### config.mk
export PLATFORM = sky130hd
export DESIGN_NAME = strela_axil_cfg_regs
export DESIGN_NICKNAME = d
export VERILOG_FILES = /design/src/rtl/strela_axil_cfg_regs.sv
export SDC_FILE = /design/constraint.sdc
export NUM_CORES = 1
export LEC_CHECK = 0
export BUFFER_PORTS_ARGS = -buffer_cell sky130_fd_sc_hd__buf_2
export CAP_MARGIN = 30
export CORE_ASPECT_RATIO = 0.9
export CORE_MARGIN = 2
export CORE_UTILIZATION = 55
export CTS_BUF_LIST = sky130_fd_sc_hd__clkbuf_4 sky130_fd_sc_hd__clkbuf_8
export DETAILED_ROUTE_END_ITERATION = 12
export PLACE_DENSITY = 0.93
export SYNTH_ARGS = -nofsm -noshare
export SYNTH_HDL_FRONTEND = slang
export SYNTH_SLANG_ARGS = --single-unit
### constraint.sdc
create_clock -name clk_i -period 15.25 [get_ports clk_i]
set_clock_uncertainty 0.05 [all_clocks]
set_input_delay 0.7625 -clock clk_i [delete_from_list [all_inputs] [get_ports clk_i]]
set_output_delay 0.7625 -clock clk_i [all_outputs]
set_load 0.05 [all_outputs]
### src/rtl/strela_axil_cfg_regs.sv
// STRELA CGRA control/configuration registers behind an AXI4-Lite slave.
// Write and read channels are independent, one transaction outstanding each.
module strela_axil_cfg_regs #(
    parameter int unsigned AddrWidth = 64,
    parameter int unsigned DataWidth = 64,
    parameter logic [63:0] BaseAddr  = 64'h5000_0000,
    parameter logic [63:0] WindowLen = 64'h1000
) (
    input  logic                   clk_i,
    input  logic                   rst_i,
    input  logic [AddrWidth-1:0]   awaddr_i,
    input  logic                   awvalid_i,
    output logic                   awready_o,
    input  logic [DataWidth-1:0]   wdata_i,
    input  logic [DataWidth/8-1:0] wstrb_i,
    input  logic                   wvalid_i,
    output logic                   wready_o,
    output logic [1:0]             bresp_o,
    output logic                   bvalid_o,
    input  logic                   bready_i,
    input  logic [AddrWidth-1:0]   araddr_i,
    input  logic                   arvalid_i,
    output logic                   arready_o,
    output logic [DataWidth-1:0]   rdata_o,
    output logic [1:0]             rresp_o,
    output logic                   rvalid_o,
    input  logic                   rready_i,
    output logic                   acc_start_o,
    output logic [63:0]            acc_src_o,
    output logic [63:0]            acc_dst_o,
    output logic [31:0]            acc_len_o,
    input  logic                   acc_done_i,
    output logic                   irq_o
);
    localparam logic [1:0] RespOkay   = 2'b00;
    localparam logic [1:0] RespSlvErr = 2'b10;
    localparam logic [2:0] SelCtrl    = 3'd0;
    localparam logic [2:0] SelStatus  = 3'd1;
    localparam logic [2:0] SelSrc     = 3'd2;
    localparam logic [2:0] SelDst     = 3'd3;
    localparam logic [2:0] SelLen     = 3'd4;
    localparam logic [2:0] SelCycles  = 3'd5;

    typedef enum logic [1:0] {W_IDLE, W_WAIT_W, W_WAIT_AW, W_RESP} w_state_t;
    typedef enum logic {R_IDLE, R_RESP} r_state_t;

    w_state_t w_state, w_next;
    r_state_t r_state, r_next;

    logic [11:0] aw_off_q;
    logic [63:0] w_data_q;
    logic [7:0]  w_strb_q;
    logic [1:0]  bresp_q, rresp_q;
    logic [63:0] rdata_q;
    logic        irq_en, busy, done, start_q, irq_q;
    logic [63:0] src, dst, cycles, src_new, dst_new;
    logic [31:0] len, len_new;

    logic        latch_aw, latch_w, wr_fire, wr_ok, reg_wr;
    logic [11:0] wr_off, rd_off;
    logic [63:0] wr_data, rd_val;
    logic [7:0]  wr_strb;
    logic [2:0]  wr_sel;
    logic        rd_ok, ar_hs, start_ok, done_evt, done_clr;

    always_comb begin
        w_next    = w_state;
        awready_o = 1'b0;
        wready_o  = 1'b0;
        bvalid_o  = 1'b0;
        latch_aw  = 1'b0;
        latch_w   = 1'b0;
        wr_fire   = 1'b0;
        unique case (w_state)
            W_IDLE: begin
                awready_o = 1'b1;
                wready_o  = 1'b1;
                if (awvalid_i && wvalid_i) begin
                    wr_fire = 1'b1;
                    w_next  = W_RESP;
                end else if (awvalid_i) begin
                    latch_aw = 1'b1;
                    w_next   = W_WAIT_W;
                end else if (wvalid_i) begin
                    latch_w = 1'b1;
                    w_next  = W_WAIT_AW;
                end
            end
            W_WAIT_W: begin
                wready_o = 1'b1;
                if (wvalid_i) begin
                    wr_fire = 1'b1;
                    w_next  = W_RESP;
                end
            end
            W_WAIT_AW: begin
                awready_o = 1'b1;
                if (awvalid_i) begin
                    wr_fire = 1'b1;
                    w_next  = W_RESP;
                end
            end
            W_RESP: begin
                bvalid_o = 1'b1;
                if (bready_i) w_next = W_IDLE;
            end
        endcase
        // Readies are part of the all-zero reset state.
        if (rst_i) begin
            awready_o = 1'b0;
            wready_o  = 1'b0;
        end
    end

    assign wr_off  = (w_state == W_WAIT_W) ? aw_off_q : awaddr_i[11:0];
    assign wr_data = (w_state == W_WAIT_AW) ? w_data_q : wdata_i;
    assign wr_strb = (w_state == W_WAIT_AW) ? w_strb_q : wstrb_i;
    assign wr_ok   = (wr_off[2:0] == 3'b000) && (wr_off <= 12'h028);
    assign wr_sel  = wr_off[5:3];
    assign reg_wr  = wr_fire && wr_ok;

    assign start_ok = reg_wr && (wr_sel == SelCtrl) && wr_strb[0] && wr_data[0] && !busy;
    assign done_clr = reg_wr && (wr_sel == SelStatus) && wr_strb[0] && wr_data[1];
    assign done_evt = acc_done_i && busy;

    always_comb begin
        src_new = src;
        dst_new = dst;
        len_new = len;
        for (int i = 0; i < 8; i++) begin
            if (wr_strb[i]) begin
                src_new[i*8 +: 8] = wr_data[i*8 +: 8];
                dst_new[i*8 +: 8] = wr_data[i*8 +: 8];
            end
        end
        for (int i = 0; i < 4; i++) begin
            if (wr_strb[i]) len_new[i*8 +: 8] = wr_data[i*8 +: 8];
        end
    end

    always_ff @(posedge clk_i or posedge rst_i) begin
        if (rst_i) begin
            w_state  <= W_IDLE;
            aw_off_q <= '0;
            w_data_q <= '0;
            w_strb_q <= '0;
            bresp_q  <= RespOkay;
        end else begin
            w_state <= w_next;
            if (latch_aw) aw_off_q <= awaddr_i[11:0];
            if (latch_w) begin
                w_data_q <= wdata_i;
                w_strb_q <= wstrb_i;
            end
            if (wr_fire) bresp_q <= wr_ok ? RespOkay : RespSlvErr;
        end
    end

    always_ff @(posedge clk_i or posedge rst_i) begin
        if (rst_i) begin
            irq_en  <= 1'b0;
            busy    <= 1'b0;
            done    <= 1'b0;
            src     <= '0;
            dst     <= '0;
            len     <= '0;
            cycles  <= '0;
            start_q <= 1'b0;
            irq_q   <= 1'b0;
        end else begin
            start_q <= start_ok;
            irq_q   <= done && irq_en;
            if (reg_wr && wr_sel == SelCtrl && wr_strb[0]) irq_en <= wr_data[1];
            if (reg_wr && wr_sel == SelSrc) src <= src_new;
            if (reg_wr && wr_sel == SelDst) dst <= dst_new;
            if (reg_wr && wr_sel == SelLen) len <= len_new;
            // Completion beats both a same-cycle clear and a start.
            if (done_evt) begin
                busy <= 1'b0;
                done <= 1'b1;
            end else if (start_ok) begin
                busy <= 1'b1;
                done <= 1'b0;
            end else if (done_clr) begin
                done <= 1'b0;
            end
            if (start_ok) cycles <= '0;
            else if (busy && !acc_done_i) cycles <= cycles + 64'd1;
        end
    end

    assign rd_off = araddr_i[11:0];
    assign rd_ok  = (rd_off[2:0] == 3'b000) && (rd_off <= 12'h028);
    assign ar_hs  = arvalid_i && (r_state == R_IDLE);

    always_comb begin
        rd_val = '0;
        unique case (rd_off[5:3])
            SelCtrl:   rd_val = {62'b0, irq_en, 1'b0};
            SelStatus: rd_val = {62'b0, done, busy};
            SelSrc:    rd_val = src;
            SelDst:    rd_val = dst;
            SelLen:    rd_val = {32'b0, len};
            SelCycles: rd_val = cycles;
            default:   rd_val = '0;
        endcase
        if (!rd_ok) rd_val = '0;
    end

    always_comb begin
        r_next = r_state;
        unique case (r_state)
            R_IDLE: if (arvalid_i) r_next = R_RESP;
            R_RESP: if (rready_i) r_next = R_IDLE;
        endcase
    end

    always_ff @(posedge clk_i or posedge rst_i) begin
        if (rst_i) begin
            r_state <= R_IDLE;
            rdata_q <= '0;
            rresp_q <= RespOkay;
        end else begin
            r_state <= r_next;
            if (ar_hs) begin
                rdata_q <= rd_val;
                rresp_q <= rd_ok ? RespOkay : RespSlvErr;
            end
        end
    end

    assign arready_o   = (r_state == R_IDLE) && !rst_i;
    assign rvalid_o    = (r_state == R_RESP);
    assign rdata_o     = rdata_q;
    assign rresp_o     = rresp_q;
    assign bresp_o     = bresp_q;
    assign acc_start_o = start_q;
    assign acc_src_o   = src;
    assign acc_dst_o   = dst;
    assign acc_len_o   = len;
    assign irq_o       = irq_q;

    aw_in_window: assert property (@(posedge clk_i) disable iff (rst_i)
        (awvalid_i && awready_o) |-> ((64'(awaddr_i) - BaseAddr) < WindowLen));
    ar_in_window: assert property (@(posedge clk_i) disable iff (rst_i)
        (arvalid_i && arready_o) |-> ((64'(araddr_i) - BaseAddr) < WindowLen));
endmodule
==> flow_summary.yaml <==
clocking:
  cts_made_buffers: 61
  post_cts.repair.setup_buffers: 0
  clock_tree.root_cell: "clkbuf_8"
  post_cts_resized: 0
  cts.sinks: 382
  cts-hold-fix-buffers: 0
  path_clk_slew_ns: 0.06
  clkLatencyLatePin_ns: 0.64
  htreeDepth: 2
  cts_tree: "done"
  clockBufferDepth: 3
power_and_ir_drop:
  irDropWorstVdd_uv: 96.75
  cellLeakagePower_nw: 10.53
  swShare_pct: 28.48
  p_comb_share_pct: 20.4
  pwr-share-clk_pct: 35.3
  power.density_nw_per_um2: 128.0
  p_switching_w: 0.0007720
  p_int_w: 0.001938
  p_seq_share_pct: 44.3
timing:
  fin_crit_ns: 3.765
  max_slew_margin_pct: 28.16
  worstMarginPinSlew_ns: 1.078
  rsz0062_at_grt: "no"
  hold_viol: 0
  clock.fmax_mhz: 265.6
  min_period_over_period_pct: 24.69
  maxSlewViolCount: 0
  tns_ns: 0
  setup_viol: 0
route:
  firstDrtPassIters: 5
  wirelength_mm: 50.34
  drt_iter0_drc: 991
  wl_per_cell_um: 22.17
  viasPerCell: 6.127
  antenna_left: 0
  route.detailed.drc: 0
  vias: 13910
worst_setup_path:
  r2r-start: "w_state[1]"
  crit_top_cell: "nor2_1"
  cp.required_ns: 14.44
  worst-r2r-cell-count: 6
  start_kind: "register"
  cp.arrival_ns: 2.95
  slowest_stage: "ha_4"
  crit_chain: "inv_1, ha_4, buf_4, nor2_1, nor2_1, buf_2"
  cp_slowest_stage_delay_ns: 0.73
  crit_path_max_fanout: 49
  path_class: "register to primary output"
  end_kind: "primary output"
  reg2reg_to: "acc_len_o[22]"
  rrSetupSlack_ns: 11.49
floorplanning:
  ios: 443
  initial_core_util_pct: 55.64
  die_y_um: 174.0
  rows: 62
  die_w_um: 192.8
  design.core.area_sq_um: 31730
  dieArea_sq_um: 33550
yosys:
  yosys.area.top_type: "dfrtp_1"
  yosys_warnings: 0
  avgSynthCellArea_sq_um: 12.06
  ys_seq_area_share_pct: 54.15
  ys_async_sr_fraction_pct: 100.0
  yosys_most_used_dff: "dfrtp_1"
  syn-instance-count: 1464
  synth_enable_flop_cells: 0
  yosys-top-cells-area: "dfrtp_1, mux2_2, mux2i_1"
  syn_area_sq_um: 17650
  yosys.cell_count.top_type: "dfrtp_1"
  synth_top_area_share_pct: 54.15
  synth_common_cells: "dfrtp_1, mux2_2, nor2_1"
  yosys_register_bits: 382
  yosysUniqueCellTypes: 53
layout:
  nets: 2019
  fin_util_pct: 66.76
  area.growth.synth_to_final_pct: 19.99
  fill_cells: 2250
  drive_gt1_share_pct: 43.63
global_routing:
  overflow: 0
  grtUsageTotal_pct: 29.81
  antenna_found_initial: 6
  grt_max_degree: 188
  grt_pass1_wl_mm: 78.17
  grt_pass1_vias: 14500
job:
  drv_cap: 0
worst_hold_path:
  hold_class: "input pin to asynchronous set/reset pin"
placed_design:
  place_congestion: 0.8468
  hpwlAfterDp_mm: 33.33
  port_buffers: 336
run_status:
  status: "complete, no violations"
[power by group through the flow]
| stage | sequential, W | clock, W | combinational [W] |
|---|---|---|---|
| after floorplan | 0.00121 | 0 | 0.000397 |
| after global placement | 0.00120 | 0 | 0.000521 |
| after detailed placement | 0.00122 | 0 | 0.000549 |
| after CTS | 0.00120 | 0.000966 | 0.000553 |
| after global routing | 0.00121 | 0.00102 | 0.000593 |
| final | 0.00120 | 0.000957 | 0.000552 |
[area by class of cell]
class / count / area (sq um) / share of cell area, %
diodes: 3 / 7.507 / 0.03544
clock buffers: 101 / 1259 / 5.942
clock inverters: 9 / 97.59 / 0.4607
inverters: 19 / 78.83 / 0.3721
multi-input cells: 988 / 7791 / 36.78
flip-flops and latches: 382 / 9559 / 45.13
well taps: 416 / 520.5 / 2.457
repair buffers: 353 / 1869 / 8.825
[routing by layer]
| layer | track usage (%) | vias up | routed length (um) |
|---|---|---|---|
| met5 | 0 | - | 39 |
| met4 | 12.02 | 6 | 1562 |
| met3 | 7.511 | 142 | 4140 |
| met2 | 50.46 | 693 | 25090 |
| met1 | 36.40 | 7005 | 19500 |
| li1 | - | 6068 | - |
[through the flow]
| stage | power (W) | hold slack, ns | instances | worst slack [ns] | cell area, sq um |
|---|---|---|---|---|---|
| 3_5_place_dp | 0.001765 | 0.4160 | 2156 | 11.42 | 19790 |
| 6_report | 0.002710 | 0.2608 | 2271 | 11.48 | 21180 |
| 5_1_grt | 0.002824 | 0.2596 | 2271 | 11.33 | 21180 |
| 4_1_cts | 0.002717 | 0.2432 | 2266 | 11.40 | 21140 |
| 3_3_place_gp | 0.001722 | 0.4088 | 2153 | 11.54 | 19730 |
| 2_1_floorplan | 0.001609 | 0.4237 | 1465 | 3.823 | 17660 |
[logic make-up after synthesis]
kind of cell    Yosys count  share of synthesized area [%]
simple gates            355                          10.32
mux                     358                          22.55
fa+ha+maj                 6                         0.4252
xor+xnor                 40                          1.985
other cells               1                        0.02124
flops                   382                          54.15
buf+inv                  95                          2.091
compound gates          227                          8.463
[worst max-delay path by stage]
| stage | startpoint | end | slack [ns] | cells after the start |
|---|---|---|---|---|
| final | w_state[0] | awready_o | 11.48 | 6 |
| after global routing | w_state[1] | acc_len_o[21] | 11.33 | 6 |
| after CTS | w_state[1] | acc_len_o[22] | 11.40 | 6 |
| after detailed placement | w_state[1] | acc_len_o[22] | 11.42 | 6 |
| after global placement | w_state[1] | acc_len_o[20] | 11.54 | 6 |
| after floorplan | rst_i | acc_dst_o[0] | 3.82 | 1 |
[registers in the layout, indices dropped and copies added (netlist names), 2 cells and up]
signal and flops:
acc_dst_o 64, w_state 2, w_data_q 64, w_strb_q 8, rdata_o 64, acc_src_o 64, cycles 64, acc_len_o 32
aw_off_q 12
[worst max-delay path: cells and delay by family (launching register included)]
family	cells	cell delay, ns
buffers and inverters	3	0.98
adders and majority gates	1	0.73
DFF	1	0.40
and+or+nand+nor	2	0.22
[placed cells by master (no fill, tap or decap), types with 5 or more instances in the layout]
cell type  instances
a21oi_1           56
a221oi_1          31
a22o_1            31
and2_1             9
and3_1             9
and4_1            16
buf_2            338
buf_4             11
clkbuf_4          21
clkbuf_8          80
clkinv_2           6
dfrtp_1          382
ha_1               5
inv_1             18
mux2_2           317
mux2i_1           40
nand2_1           89
nand3_1           32
nand3_2           12
nand4_1           27
nor2_1            91
nor3_1            11
nor4_1            14
o21ai_0           75
o31ai_1           13
or3_1              7
or4_1             15
xnor2_1           17
xor2_1            23
No activity file was read; power rests on OpenSTA's default activity.
